## config.mk

```make
export PLATFORM = sky130hd
export DESIGN_NAME = melee_attack_ctrl
export DESIGN_NICKNAME = d
export VERILOG_FILES = /design/src/rtl/vga_pkg.sv /design/src/rtl/edge_detect.sv /design/src/rtl/melee_attack_ctrl.sv
export SDC_FILE = /design/constraint.sdc
export NUM_CORES = 1
export LEC_CHECK = 0
export CAP_MARGIN = 0
export CORE_MARGIN = 2
export CORE_UTILIZATION = 45
export DETAILED_ROUTE_END_ITERATION = 16
export GPL_ROUTABILITY_DRIVEN = 0
export GPL_TIMING_DRIVEN = 0
export MAX_ROUTING_LAYER = met4
export PLACE_DENSITY = 0.68
export SLEW_MARGIN = 0
export SYNTH_ARGS = -nofsm -noshare
export SYNTH_HDL_FRONTEND = slang
export SYNTH_SLANG_ARGS = --single-unit
```

## constraint.sdc

```tcl
create_clock -name clk -period 5.8 [get_ports clk]
set_input_delay 0.87 -clock clk [delete_from_list [all_inputs] [get_ports clk]]
set_output_delay 0.87 -clock clk [all_outputs]
set_load 0.02 [all_outputs]
```

## src/rtl/vga_pkg.sv

```systemverilog
// Shared VGA sprite-path definitions: melee sequencer state encoding and
// default melee timing values used as parameter defaults by melee_attack_ctrl.
package vga_pkg;

    typedef enum logic [1:0] {
        MELEE_IDLE     = 2'd0,
        MELEE_SWING    = 2'd1,
        MELEE_RECOVER  = 2'd2,
        MELEE_COOLDOWN = 2'd3
    } melee_state_t;

    localparam int unsigned MELEE_SWING_FRAMES    = 8;
    localparam int unsigned MELEE_STEP_PX         = 4;
    localparam int unsigned MELEE_RECOVER_FRAMES  = 4;
    localparam int unsigned MELEE_COOLDOWN_FRAMES = 10;
    localparam int unsigned MELEE_HIT_FIRST       = 2;
    localparam int unsigned MELEE_HIT_LAST        = 5;
    localparam int unsigned MELEE_OFFSET_W        = 12;

    // Per-frame offset decrement during recovery: peak offset spread over the
    // recovery frames; the remainder is dropped by forcing 0 on the last frame.
    function automatic int unsigned melee_recover_step(
        input int unsigned swing_frames,
        input int unsigned step_px,
        input int unsigned recover_frames
    );
        return ((swing_frames - 1) * step_px) / recover_frames;
    endfunction

endpackage

```

## src/rtl/edge_detect.sv

```systemverilog
// Rising-edge detector with asynchronous active-high reset.
// rise is a one-clock pulse when sig goes 0 -> 1 (sig must already be in clk domain).
module edge_detect (
    input  logic clk,
    input  logic rst,
    input  logic sig,
    output logic rise
);

    logic sig_q;

    // Delay the input by one clock to compare against its previous level
    always_ff @(posedge clk or posedge rst) begin
        if (rst) begin
            sig_q <= 1'b0;
        end else begin
            sig_q <= sig;
        end
    end

    assign rise = sig & ~sig_q;

endmodule

```

## src/rtl/melee_attack_ctrl.sv

```systemverilog
// Melee attack sequencer: turns left-click into a frame-timed swing
// (SWING -> RECOVER -> COOLDOWN) driving the melee weapon draw stage.
// Optional build macro: MELEE_CLICK_BUFFER_EN (one-deep click buffer for
// clicks arriving during RECOVER/COOLDOWN).
module melee_attack_ctrl
    import vga_pkg::*;
#(
    parameter int unsigned SWING_FRAMES    = MELEE_SWING_FRAMES,
    parameter int unsigned STEP_PX         = MELEE_STEP_PX,
    parameter int unsigned RECOVER_FRAMES  = MELEE_RECOVER_FRAMES,
    parameter int unsigned COOLDOWN_FRAMES = MELEE_COOLDOWN_FRAMES,
    parameter int unsigned HIT_FIRST       = MELEE_HIT_FIRST,
    parameter int unsigned HIT_LAST        = MELEE_HIT_LAST
) (
    input  logic        clk,
    input  logic        rst,
    input  logic        vblnk,
    input  logic        mouse_left,
    input  logic        flip_hor,
    input  logic [1:0]  game_active,
    output logic        attack_active,
    output logic [11:0] anim_x_offset,
    output logic        flip_hor_melee,
    output logic        hit_window,
    output logic        busy,
    output logic [7:0]  attack_cnt
);

    localparam logic [3:0]  SWING_LAST    = 4'(SWING_FRAMES - 1);
    localparam logic [3:0]  RECOVER_LAST  = 4'(RECOVER_FRAMES - 1);
    localparam logic [3:0]  COOLDOWN_LAST = 4'(COOLDOWN_FRAMES - 1);
    localparam logic [3:0]  HIT_FIRST_C   = 4'(HIT_FIRST);
    localparam logic [3:0]  HIT_LAST_C    = 4'(HIT_LAST);
    localparam logic [11:0] STEP_C        = 12'(STEP_PX);
    localparam logic [11:0] DEC_C         =
        12'(melee_recover_step(SWING_FRAMES, STEP_PX, RECOVER_FRAMES));

    melee_state_t state_q, state_d;

    logic        frame_tick;
    logic        click;
    logic        game_on;
    logic        start_req;

    logic [3:0]  frame_cnt, cnt_d;
    logic [11:0] off_d;
    logic        act_d;
    logic        flip_d;
    logic        hit_d;
    logic [7:0]  acnt_d;

    edge_detect u_tick_edge (
        .clk  (clk),
        .rst  (rst),
        .sig  (vblnk),
        .rise (frame_tick)
    );

    edge_detect u_click_edge (
        .clk  (clk),
        .rst  (rst),
        .sig  (mouse_left),
        .rise (click)
    );

    assign game_on = |game_active;

`ifdef MELEE_CLICK_BUFFER_EN
    logic click_pending, pending_d;

    assign start_req = click | click_pending;

    // Remember one click made while the weapon is recovering or cooling down
    always_comb begin
        pending_d = click_pending;
        if (!game_on) begin
            pending_d = 1'b0;
        end else if (state_q == MELEE_IDLE && start_req) begin
            pending_d = 1'b0;
        end else if ((state_q == MELEE_RECOVER || state_q == MELEE_COOLDOWN) && click) begin
            pending_d = 1'b1;
        end
    end

    // Click buffer register
    always_ff @(posedge clk or posedge rst) begin
        if (rst) begin
            click_pending <= 1'b0;
        end else begin
            click_pending <= pending_d;
        end
    end
`else
    assign start_req = click;
`endif

    // State register
    always_ff @(posedge clk or posedge rst) begin
        if (rst) begin
            state_q <= MELEE_IDLE;
        end else begin
            state_q <= state_d;
        end
    end

    // Next-state logic: frame ticks pace each phase, game stop forces IDLE
    always_comb begin
        state_d = state_q;
        if (!game_on) begin
            state_d = MELEE_IDLE;
        end else begin
            case (state_q)
                MELEE_IDLE: begin
                    if (start_req) state_d = MELEE_SWING;
                end
                MELEE_SWING: begin
                    if (frame_tick && frame_cnt == SWING_LAST) state_d = MELEE_RECOVER;
                end
                MELEE_RECOVER: begin
                    if (frame_tick && frame_cnt == RECOVER_LAST)
                        state_d = (COOLDOWN_FRAMES == 0) ? MELEE_IDLE : MELEE_COOLDOWN;
                end
                MELEE_COOLDOWN: begin
                    if (frame_tick && frame_cnt == COOLDOWN_LAST) state_d = MELEE_IDLE;
                end
                default: state_d = MELEE_IDLE;
            endcase
        end
    end

    // Output logic: next values of the frame counter and registered outputs
    always_comb begin
        cnt_d  = frame_cnt;
        off_d  = anim_x_offset;
        act_d  = attack_active;
        flip_d = flip_hor_melee;
        acnt_d = attack_cnt;
        if (!game_on) begin
            cnt_d = '0;
            off_d = '0;
            act_d = 1'b0;
        end else begin
            case (state_q)
                MELEE_IDLE: begin
                    if (start_req) begin
                        cnt_d  = '0;
                        off_d  = '0;
                        act_d  = 1'b1;
                        flip_d = flip_hor;
                        acnt_d = attack_cnt + 8'd1;
                    end
                end
                MELEE_SWING: begin
                    // The last swing tick only changes phase, so the offset peaks
                    // at (SWING_FRAMES-1)*STEP_PX.
                    if (frame_tick) begin
                        if (frame_cnt == SWING_LAST) begin
                            cnt_d = '0;
                        end else begin
                            cnt_d = frame_cnt + 4'd1;
                            off_d = anim_x_offset + STEP_C;
                        end
                    end
                end
                MELEE_RECOVER: begin
                    if (frame_tick) begin
                        if (frame_cnt == RECOVER_LAST) begin
                            cnt_d = '0;
                            off_d = '0;
                            act_d = 1'b0;
                        end else begin
                            cnt_d = frame_cnt + 4'd1;
                            off_d = anim_x_offset - DEC_C;
                        end
                    end
                end
                MELEE_COOLDOWN: begin
                    act_d = 1'b0;
                    if (frame_tick) begin
                        cnt_d = (frame_cnt == COOLDOWN_LAST) ? 4'd0 : frame_cnt + 4'd1;
                    end
                end
                default: begin
                    cnt_d = '0;
                    off_d = '0;
                    act_d = 1'b0;
                end
            endcase
        end
        hit_d = (state_d == MELEE_SWING) && (cnt_d >= HIT_FIRST_C) && (cnt_d <= HIT_LAST_C);
    end

    // Output and counter registers
    always_ff @(posedge clk or posedge rst) begin
        if (rst) begin
            frame_cnt      <= '0;
            anim_x_offset  <= '0;
            attack_active  <= 1'b0;
            flip_hor_melee <= 1'b0;
            hit_window     <= 1'b0;
            busy           <= 1'b0;
            attack_cnt     <= '0;
        end else begin
            frame_cnt      <= cnt_d;
            anim_x_offset  <= off_d;
            attack_active  <= act_d;
            flip_hor_melee <= flip_d;
            hit_window     <= hit_d;
            busy           <= (state_d != MELEE_IDLE);
            attack_cnt     <= acnt_d;
        end
    end

endmodule

```

==> flow_summary.json <==
{
  "synth_edf_count": 0,
  "worstHoldPathType": "reg2reg",
  "hold_viol_final": 0,
  "antenna_found_initial": 0,
  "yosys_warnings": 0,
  "fp.dieArea_um2": 5100,
  "antenna_cells": 0,
  "drv_cap": 0,
  "clk_pin_slew_ns": 0.07,
  "stdcell_count": 314,
  "slew_headroom": 0.197,
  "ys_seq_area_frac": 0.392,
  "tns_ns": 0,
  "cpMaxStageDelayCell": "clkdlybuf4s50_1",
  "drc": 0,
  "port_buffers": 30,
  "final_common_cell": "dfrtp_1",
  "critPathKind": "in2reg",
  "area_growth_pct": 24.1,
  "fmax_ghz": 0.348,
  "cts_buffers": 5,
  "cts_max_level": 2,
  "p_leak_nw": 1.05,
  "viasPerCell": 5.85,
  "rsz0062_at_grt": "false",
  "final_nets": 278,
  "min_period_ns": 2.87,
  "cp_max_fo": 4,
  "ys.flop_type": "dfrtp_1",
  "cts_tree": "done",
  "seqCellArea_um2": 801,
  "syn_inst": 224,
  "ys_seq_elements": 32,
  "num_vias": 1836,
  "grt_pass1_wl_um": 7810,
  "routedWlPerCell_um": 14.7,
  "fp.dieW_um": 71.4,
  "crit_path_max_incr_delay_ns": 0.53,
  "row_count": 24,
  "place_hpwl_um": 3330,
  "irDropWorstVdd_v": 0.000331,
  "clk-insertion-delay-late_ns": 0.28,
  "critPathRequiredTime_ns": 5.97,
  "crit_path_end_kind": "flip-flop",
  "syn_avg_cell_area_um2": 9.12,
  "dpl.cell_count": 306,
  "grt_pass1_vias": 1659,
  "slew_viol_final": 0,
  "detail-route-antenna-nets": 0,
  "power.total_mw": 1.28,
  "cts_buffer_depth": 2,
  "cp-start-kind": "input port",
  "ys_types": 56,
  "design_area_um2": 2530,
  "crit_family": "simple AND/OR/NAND/NOR gates",
  "wirelength_um": 4620,
  "grt-ovfl-total": 0,
  "cts_resized": 0,
  "power-per-cell-area_nw_per_um2": 504,
  "nFillCells": 381,
  "first_pass_iters": 5,
  "cts_hold_buf": 0,
  "ios": 31,
  "skew_ns": 0.00628,
  "grt_max_degree": 33,
  "synth_area_um2": 2040,
  "arrival_ns": 3.05,
  "post_cts_buffers": 0,
  "cts.sinks": 32,
  "track_usage": 0.198,
  "drtIter0Drc": 131,
  "final_cell_mix": "32 x dfrtp_1, 30 x clkdlybuf4s50_1, 20 x nand2_1, 15 x nor2_1, 15 x o21ai_0",
  "outcome": "completed",
  "path_buf_inv": 1,
  "async_reset_ff_frac": 1.00,
  "multi_input_area_um2": 1160,
  "die_h_um": 71.4,
  "start_util": 0.469,
  "placed_area_um2": 2410,
  "drive_gt1_frac": 0.0916,
  "setup_viol": 0,
  "worst_slew_pin_slew_ns": 1.20,
  "core_um2": 4350,
  "post-route-period-util": 0.495,
  "worstPathCellList": "clkdlybuf4s50_1 -> nor2_1 -> or3_4 -> or4_4 -> a211o_1 -> a2111oi_2",
  "clockRootBuffer": "clkbuf_8",
  "synth_nets": 241
}
[final timing paths]
| kind | startpoint | to | cells after the start | slack, ns |
|---|---|---|---|---|
| worst max-delay path | game_active[1] | hit_window$_DFF_PP0_ | 6 | 2.93 |
| worst min-delay path | attack_cnt[7]$_DFFE_PP0P_ | attack_cnt[7]$_DFFE_PP0P_ | 1 | 0.48 |
| worst max register to register | anim_x_offset[3]$_DFFE_PP0P_ | anim_x_offset[6]$_DFFE_PP0P_ | 6 | 3.07 |
| worst min register to register | attack_cnt[7]$_DFFE_PP0P_ | attack_cnt[7]$_DFFE_PP0P_ | 1 | 0.48 |
| max in group asynchronous | rst | anim_x_offset[9]$_DFFE_PP0P_ | 2 | 3.90 |
| min in group asynchronous | rst | anim_x_offset[5]$_DFFE_PP0P_ | 2 | 1.19 |
[per-stage QoR]
| stage | hold WS [ns] | setup WS (ns) | utilization |
|---|---|---|---|
| 6_report | 0.476 | 2.93 | 0.582 |
| 5_1_grt | 0.514 | 2.80 | 0.582 |
| 4_1_cts | 0.483 | 2.93 | 0.582 |
| 3_5_place_dp | 0.468 | 2.64 | 0.553 |
| 3_3_place_gp | 0.463 | 2.65 | 0.553 |
| 2_1_floorplan | 0.509 | 3.29 | - |
[synthesized netlist by cell type (all sizes together) (2+ instances only)]
cell,instances,area (um^2)
a2111oi,4,42.5
a211o,2,17.5
a211oi,2,15.0
a21o,2,15.0
a21oi,9,45.0
a2bb2oi,2,17.5
a31oi,5,31.3
a32oi,2,17.5
and3,2,12.5
clkbuf,9,33.8
dfrtp,32,801
ha,10,125
inv,10,37.5
mux2,2,22.5
nand2,20,75.1
nand2b,3,18.8
nand3,9,45.0
nand3b,4,30.0
nand4,3,18.8
nor2,15,56.3
nor3,7,40.0
nor4,2,12.5
o211ai,2,15.0
o21a,3,22.5
o21ai,15,75.1
o21bai,2,15.0
o221a,2,22.5
o22ai,2,12.5
o31ai,7,52.6
o41ai,3,26.3
or3,5,37.5
or3b,2,17.5
xnor2,4,35.0
xor2,4,35.0
[state kept, by name, indices dropped and copies added (netlist names)]
signal / flops
anim_x_offset: 12
attack_cnt: 8
frame_cnt: 4
state_q: 2
attack_active: 1
busy: 1
flip_hor_melee: 1
hit_window: 1
u_click_edge.sig_q: 1
u_tick_edge.sig_q: 1
[kinds of logic after synthesis]
kind of cell,synth area share
simple gates,0.201
xor+xnor,0.0343
flops,0.392
fa+ha+maj,0.0612
compound gates,0.262
buf+inv,0.0386
mux,0.0110
[metal layers]
layer / wire [um] / share of wire / global-route usage
met1: 2330 / 0.50 / 0.294
met2: 1970 / 0.43 / 0.276
met3: 267 / 0.058 / 0.0281
met4: 55 / 0.012 / 0.0692
met5: 0 / 0 / -
[area by class of cell]
cell class / instances / share of cell area
clock inverter: 1 / 0.0118
buffer: 10 / 0.0163
multi-input combinational: 172 / 0.459
sequential: 32 / 0.316
timing repair buffer: 30 / 0.118
tap: 52 / 0.0257
clock buffer: 7 / 0.0380
inverter: 10 / 0.0148
[power by group]
group | total [mW] | switching, mW | internal, mW
Clock | 0.235 | 0.0830 | 0.152
Sequential | 0.357 | 0.0708 | 0.286
Combinational | 0.686 | 0.393 | 0.293
Total | 1.28 | 0.547 | 0.731
(Power assumes the default switching activity.)
